[src/rtl/wb_periph_xbar.sv]
// wb_periph_xbar: registered Wishbone bridge fanning one user-area slave port
// out to NUM_SLV peripheral windows, plus a CSR window (window NUM_SLV) with
// an IRQ router and error capture.
// Optional feature macro: WB_XBAR_TIMEOUT_EN enables the bus-timeout watchdog.
// Handshake: a master request is taken when wbs_cyc_i & wbs_stb_i are high
// in IDLE; the bridge answers with a single-cycle wbs_ack_o. Toward a slave,
// s_cyc_o[k] doubles as strobe and stays high until s_ack_i[k], timeout or
// master abort (wbs_cyc_i low).
module wb_periph_xbar #(
  parameter int          NUM_SLV     = 6,
  parameter int          WIN_AW      = 10,
  parameter logic [31:0] BASE_ADDR   = 32'h3000_0000,
  parameter int          TIMEOUT_CYC = 255,
  parameter logic [31:0] ERR_DATA    = 32'hDEAD_BEEF
) (
  input  logic                    wb_clk_i,
  input  logic                    wb_rst_i,
  input  logic                    wbs_cyc_i,
  input  logic                    wbs_stb_i,
  input  logic                    wbs_we_i,
  input  logic [3:0]              wbs_sel_i,
  input  logic [31:0]             wbs_adr_i,
  input  logic [31:0]             wbs_dat_i,
  output logic                    wbs_ack_o,
  output logic [31:0]             wbs_dat_o,
  output logic [NUM_SLV-1:0]      s_cyc_o,
  output logic                    s_we_o,
  output logic [3:0]              s_sel_o,
  output logic [31:0]             s_adr_o,
  output logic [31:0]             s_dat_o,
  input  logic [32*NUM_SLV-1:0]   s_dat_i,
  input  logic [NUM_SLV-1:0]      s_ack_i,
  input  logic [NUM_SLV-1:0]      s_irq_i,
  output logic [2:0]              irq_o
);

  localparam int         OW      = WIN_AW - 2;  // CSR word-offset width
  localparam int         TW      = WIN_AW + 4;  // 16-window block boundary
  localparam logic [3:0] CSR_IDX = 4'(NUM_SLV);

  typedef enum logic [1:0] {
    ST_IDLE = 2'd0,
    ST_WAIT = 2'd1,
    ST_RESP = 2'd2
  } state_e;

  state_e             state_q, state_d;
  logic [3:0]         slv_q, slv_d;
  logic [31:0]        adr_q, adr_d;
  logic [31:0]        wdat_q, wdat_d;
  logic [3:0]         sel_q, sel_d;
  logic               we_q, we_d;
  logic [NUM_SLV-1:0] cyc_q, cyc_d;
  logic               ack_q, ack_d;
  logic [31:0]        rdat_q, rdat_d;
  logic [NUM_SLV-1:0] mask_q, mask_d;
  logic [31:0]        route_q, route_d;
  logic               tmo_q, tmo_d;
  logic               unmap_q, unmap_d;
  logic [3:0]         idx_q, idx_d;
  logic [31:0]        eaddr_q, eaddr_d;
  logic [2:0]         irq_q, irq_d;
`ifdef WB_XBAR_TIMEOUT_EN
  localparam logic [15:0] TMO_LAST = 16'(TIMEOUT_CYC - 1);
  logic [15:0]        cnt_q, cnt_d;
`else
  localparam int unused_timeout_cyc = TIMEOUT_CYC;
`endif

  // Address decode: windows live in one aligned 16-window block.
  logic          hit_base;
  logic [3:0]    win_idx;
  logic [OW-1:0] csr_word;
  logic          is_slv;
  logic          is_csr;
  logic          unused_adr_lsb;

  assign hit_base       = (wbs_adr_i[31:TW] == BASE_ADDR[31:TW]);
  assign win_idx        = wbs_adr_i[TW-1:WIN_AW];
  assign csr_word       = wbs_adr_i[WIN_AW-1:2];
  assign is_slv         = hit_base && (win_idx < CSR_IDX);
  assign is_csr         = hit_base && (win_idx == CSR_IDX);
  assign unused_adr_lsb = &{1'b0, wbs_adr_i[1:0]};

  function automatic logic [31:0] byte_merge(input logic [31:0] old_v,
                                             input logic [31:0] new_v,
                                             input logic [3:0]  be);
    logic [31:0] res;
    for (int b = 0; b < 4; b++) begin
      res[8*b +: 8] = be[b] ? new_v[8*b +: 8] : old_v[8*b +: 8];
    end
    return res;
  endfunction

  // CSR read mux, addressed by the incoming request.
  logic [31:0] csr_rdata;
  always_comb begin
    csr_rdata = '0;
    case (csr_word)
      OW'(0):  csr_rdata = 32'(mask_q);
      OW'(1):  csr_rdata = route_q;
      OW'(2):  csr_rdata = 32'(s_irq_i);
      OW'(3):  csr_rdata = {20'd0, idx_q, 6'd0, unmap_q, tmo_q};
      OW'(4):  csr_rdata = eaddr_q;
      default: csr_rdata = '0;
    endcase
  end

  // Select data and ack of the slave currently being accessed.
  logic [31:0] slv_rdata;
  logic        slv_ack;
  always_comb begin
    slv_rdata = '0;
    slv_ack   = 1'b0;
    for (int k = 0; k < NUM_SLV; k++) begin
      if (slv_q == 4'(k)) begin
        slv_rdata = s_dat_i[32*k +: 32];
        slv_ack   = s_ack_i[k];
      end
    end
  end

  // Interrupt router: each enabled source feeds the line its route field names.
  always_comb begin
    irq_d = '0;
    for (int s = 0; s < NUM_SLV; s++) begin
      for (int r = 0; r < 3; r++) begin
        if (s_irq_i[s] && mask_q[s] && (route_q[2*s +: 2] == 2'(r))) begin
          irq_d[r] = 1'b1;
        end
      end
    end
  end

  // Bridge FSM next state, CSR writes and error capture.
  always_comb begin
    state_d = state_q;
    slv_d   = slv_q;
    adr_d   = adr_q;
    wdat_d  = wdat_q;
    sel_d   = sel_q;
    we_d    = we_q;
    cyc_d   = cyc_q;
    ack_d   = 1'b0;
    rdat_d  = rdat_q;
    mask_d  = mask_q;
    route_d = route_q;
    tmo_d   = tmo_q;
    unmap_d = unmap_q;
    idx_d   = idx_q;
    eaddr_d = eaddr_q;
`ifdef WB_XBAR_TIMEOUT_EN
    cnt_d   = cnt_q;
`endif
    case (state_q)
      ST_IDLE: begin
        if (wbs_cyc_i && wbs_stb_i) begin
          adr_d  = wbs_adr_i;
          wdat_d = wbs_dat_i;
          sel_d  = wbs_sel_i;
          we_d   = wbs_we_i;
          if (is_slv) begin
            slv_d   = win_idx;
            cyc_d   = NUM_SLV'(1) << win_idx;
            state_d = ST_WAIT;
`ifdef WB_XBAR_TIMEOUT_EN
            cnt_d   = '0;
`endif
          end else if (is_csr) begin
            ack_d   = 1'b1;
            state_d = ST_RESP;
            rdat_d  = wbs_we_i ? 32'd0 : csr_rdata;
            if (wbs_we_i) begin
              case (csr_word)
                OW'(0): begin
                  for (int s = 0; s < NUM_SLV; s++) begin
                    if (wbs_sel_i[s/8]) mask_d[s] = wbs_dat_i[s];
                  end
                end
                OW'(1): route_d = byte_merge(route_q, wbs_dat_i, wbs_sel_i);
                OW'(3): begin
                  if (wbs_sel_i[0] && wbs_dat_i[0]) tmo_d   = 1'b0;
                  if (wbs_sel_i[0] && wbs_dat_i[1]) unmap_d = 1'b0;
                end
                default: ;
              endcase
            end
          end else begin
            ack_d   = 1'b1;
            rdat_d  = ERR_DATA;
            unmap_d = 1'b1;
            eaddr_d = wbs_adr_i;
            state_d = ST_RESP;
          end
        end
      end
      ST_WAIT: begin
        if (!wbs_cyc_i) begin
          cyc_d   = '0;
          state_d = ST_IDLE;
        end else if (slv_ack) begin
          cyc_d   = '0;
          ack_d   = 1'b1;
          rdat_d  = slv_rdata;
          state_d = ST_RESP;
        end
`ifdef WB_XBAR_TIMEOUT_EN
        else if (cnt_q == TMO_LAST) begin
          cyc_d   = '0;
          ack_d   = 1'b1;
          rdat_d  = ERR_DATA;
          tmo_d   = 1'b1;
          idx_d   = slv_q;
          eaddr_d = adr_q;
          state_d = ST_RESP;
        end else begin
          cnt_d = cnt_q + 16'd1;
        end
`endif
      end
      ST_RESP: state_d = ST_IDLE;
      default: state_d = ST_IDLE;
    endcase
  end

  // State, registered outputs and CSRs.
  always_ff @(posedge wb_clk_i or posedge wb_rst_i) begin
    if (wb_rst_i) begin
      state_q <= ST_IDLE;
      slv_q   <= '0;
      adr_q   <= '0;
      wdat_q  <= '0;
      sel_q   <= '0;
      we_q    <= 1'b0;
      cyc_q   <= '0;
      ack_q   <= 1'b0;
      rdat_q  <= '0;
      mask_q  <= '0;
      route_q <= '1;
      tmo_q   <= 1'b0;
      unmap_q <= 1'b0;
      idx_q   <= '0;
      eaddr_q <= '0;
      irq_q   <= '0;
`ifdef WB_XBAR_TIMEOUT_EN
      cnt_q   <= '0;
`endif
    end else begin
      state_q <= state_d;
      slv_q   <= slv_d;
      adr_q   <= adr_d;
      wdat_q  <= wdat_d;
      sel_q   <= sel_d;
      we_q    <= we_d;
      cyc_q   <= cyc_d;
      ack_q   <= ack_d;
      rdat_q  <= rdat_d;
      mask_q  <= mask_d;
      route_q <= route_d;
      tmo_q   <= tmo_d;
      unmap_q <= unmap_d;
      idx_q   <= idx_d;
      eaddr_q <= eaddr_d;
      irq_q   <= irq_d;
`ifdef WB_XBAR_TIMEOUT_EN
      cnt_q   <= cnt_d;
`endif
    end
  end

  assign wbs_ack_o = ack_q;
  assign wbs_dat_o = rdat_q;
  assign s_cyc_o   = cyc_q;
  assign s_we_o    = we_q;
  assign s_sel_o   = sel_q;
  assign s_adr_o   = adr_q;
  assign s_dat_o   = wdat_q;
  assign irq_o     = irq_q;

endmodule
[config.mk]
export PLATFORM = sky130hd
export DESIGN_NAME = wb_periph_xbar
export DESIGN_NICKNAME = d
export VERILOG_FILES = /design/src/rtl/wb_periph_xbar.sv
export SDC_FILE = /design/constraint.sdc
export NUM_CORES = 1
export LEC_CHECK = 0
export ABC_AREA = 1
export CORE_MARGIN = 2
export CORE_UTILIZATION = 45
export CTS_CLUSTER_DIAMETER = 40
export DETAILED_ROUTE_END_ITERATION = 10
export PLACE_DENSITY = 0.8
export SLEW_MARGIN = 20
export SYNTH_ARGS = -nofsm -noshare
export SYNTH_HDL_FRONTEND = slang
export SYNTH_SLANG_ARGS = --single-unit
[constraint.sdc]
create_clock -name wb_clk_i -period 6.7 [get_ports wb_clk_i]
set_input_delay 1.005 -clock wb_clk_i [delete_from_list [all_inputs] [get_ports wb_clk_i]]
set_output_delay 1.005 -clock wb_clk_i [all_outputs]
set_load 0.01 [all_outputs]
==> reports/results.ini <==
[run_status]
outcome=finished clean

[synthesis]
netlist_top_cells_count=nand2_1 (628), nand3_1 (227), dfrtp_1 (156)
ys_warn_count=0
synth_most_common_cell=nand2_1
synth_fp_nets=1721
synth_cell_type_count=35
ys_top_cells_by_area=dfrtp_1 (38%), nand2_1 (23%), nand3_1 (11%)
yosys_most_used_dff=dfrtp_1
async_flop_share_pct=100
synth_top_area_cell=dfrtp_1
synth_area_per_cell_um2=7.16
synth_edf_count=0
synth_seq_cells=188
syn_area_mm2=0.0103
yosys.area.top_type_share_pct=37.8
postSynthCellCount=1444
ys_seq_area_share_pct=45.9

[timing]
setup_violations=0
final.setup_skew_ps=9.37
fin_setup_tns_ps=0
worst_pin_slew_ps=1120
rsz0062_at_grt=no
finalHoldViolations=0
fin_crit_sh_pct=65.3
finalMaxSlewViolations=0
maxSlewHeadroom_pct=25.4
fmax_mhz=229
fin_crit_ps=4380

[clocking]
cts_setup_buffers=0
htree_levels=4
hold_buffers=0
clock_latency_ps=440
clkTransAtPathRegs_ps=80
clock_path_buffers=2
tritoncts=built
cts-buffers-inserted=17
cts-root-buf=clkbuf_16
cts_sinks=188
postCtsResizedCells=0

[floorplanning]
die_w_um=156
io_pins=388
start_util_pct=45.8
core_mm2=0.0226
fp-row-count=55
die_area_mm2=0.0242
die_height_um=156

[worst_setup_path]
ff2ff_path_depth=11
path_cells=clkdlybuf4s50_1 -> nand2_1 -> nor3_1 -> nand4_2 -> nand2_2 -> clkinv_1 -> nand2_2 -> nand2_1 -> o21ai_0
cp.required_ps=7040
slowest_delay_ps=980
end_kind=flop
crit_type=input port to flop
crit_arrival_ps=4710
crit_slowest_cell=nand2_2
crit_path_start_kind=input port
path_max_fanout=45

[run]
drv_cap=0

[detailed_routing]
drc=0
dr.pass1.iters=6
finalWirelength_um=40900
post_drt_wl_per_cell_um=19.6
drtIter0Drc=1311
final_antenna_net_count=0
dr_total_vias=11400
vias_per_cell=5.47

[cells_and_area]
ff_latch_area_mm2=0.00474
drive_above_1_share_pct=6.79
fillers=2006
final_cells=2086
final_util_pct=66.1
multi_input_area_mm2=0.00493
syn_to_final_growth_pct=44.3
fin_nets=2060

[global_routing]
grt_util_all_layers_pct=33.2
grt_max_degree=141
grt_pass1_wl_um=61800
grt_remaining_overflow=0
antenna_found_initial=5
grt_pass1_vias=10900

[power]
p_per_area_mw_per_mm2=201
irDropWorstVdd_mv=0.180
p_leak_nw=7.01

[placed_design]
port_buffers=387
place.gp.congestion=0.905
dp_hpwl_um=30600
placed_cells=2048

[hold_path]
hp-class=flop to flop
hold_depth=2

## flip-flops by register name (all words and copies together) (netlist names)
register / cells
eaddr_q: 32
route_q: 32
s_adr_o: 32
s_dat_o: 32
wbs_dat_o: 32
mask_q: 6
s_cyc_o: 6
s_sel_o: 4
slv_q: 4
irq_o: 3
state_q: 2
s_we_o: 1
unmap_q: 1
wbs_ack_o: 1
## per-stage QoR
| stage | instance area [um^2] | total power, W | setup slack, ps | hold slack, ps |
|---|---|---|---|---|
| final | 14900 | 0.00299 | 2320 | 463 |
| after global routing | 14900 | 0.00311 | 1960 | 473 |
| after CTS | 14900 | 0.00300 | 2410 | 466 |
| after detailed placement | 14300 | 0.00195 | 2170 | 454 |
| after global placement | 14300 | 0.00194 | 2300 | 453 |
| after floorplan | 10300 | 0.00154 | 634 | 442 |
## area by class of cell
type | instances | share of cell area [%]
diodes | 5 | 0.0839
clock buffers | 17 | 2.85
clock inverters | 15 | 1.20
inverters | 78 | 2.01
multi-input cells | 1101 | 33.1
flip-flops and latches | 188 | 31.8
well taps | 285 | 2.39
repair buffers | 397 | 26.6
## placed cells by master, fill, tap and decap left out, drive strengths merged
cell           count
nand4             26
bufinv             2
nor4               1
o21ai             60
clkinv             5
o311ai             2
nor3              18
nand3            227
a21oi             37
clkinvlp           1
a311oi             2
o2111ai            1
clkdlybuf4s50    387
diode              5
or2                6
nand2            637
inv               85
buf               10
nor2              58
dfstp             32
o211ai            21
dfrtp            156
o22ai              1
a31oi              4
clkbuf            17
## routing by layer
metal / track usage (%) / vias up / part of all wire [%]
li1: - / 5373 / -
met1: 42.0 / 5392 / 40
met2: 53.9 / 557 / 47
met3: 8.69 / 91 / 9.1
met4: 14.2 / 0 / 4.1
met5: 0 / - / 0
## power breakdown
| part | internal, W | switching, W |
|---|---|---|
| sequential | 0.00125 | 0.0000668 |
| clock | 0.000566 | 0.000491 |
| combinational | 0.000345 | 0.000278 |
## path summary, 6_finish.rpt
| kind | startpoint | endpoint | slack [ps] |
|---|---|---|---|
| worst min register to register | route_q[18]$_DFFE_PP1P_ | route_q[18]$_DFFE_PP1P_ | 460 |
| worst max-delay path | wbs_adr_i[28] | eaddr_q[7]$_DFFE_PP0P_ | 2320 |
| worst min-delay path | route_q[18]$_DFFE_PP1P_ | route_q[18]$_DFFE_PP1P_ | 460 |
| worst max register to register | slv_q[0]$_DFFE_PP0P_ | wbs_dat_o[20]$_DFFE_PP0P_ | 2340 |
| min in group asynchronous | wb_rst_i | s_dat_o[2]$_DFFE_PP0P_ | 1140 |
| max in group asynchronous | wb_rst_i | s_dat_o[17]$_DFFE_PP0P_ | 4270 |
## cells by family (layout without fill, tap and decap cells)
family / after synthesis / after routing / synth area share, %
AO/OA/AOI/OAI: 128 / 128 / 6.99
other: 0 / 5 / 0
buffers and inverters: 155 / 507 / 6.56
AND/OR/NAND/NOR: 973 / 973 / 40.5
flip-flops: 188 / 188 / 45.9
## critical path: cells and delay by family
| family | cells | cell delay [ps] |
|---|---|---|
| compound gates | 1 | 130 |
| simple gates | 6 | 2230 |
| buf+inv | 2 | 1340 |
Note: power is estimated with default switching activity, not from simulation.
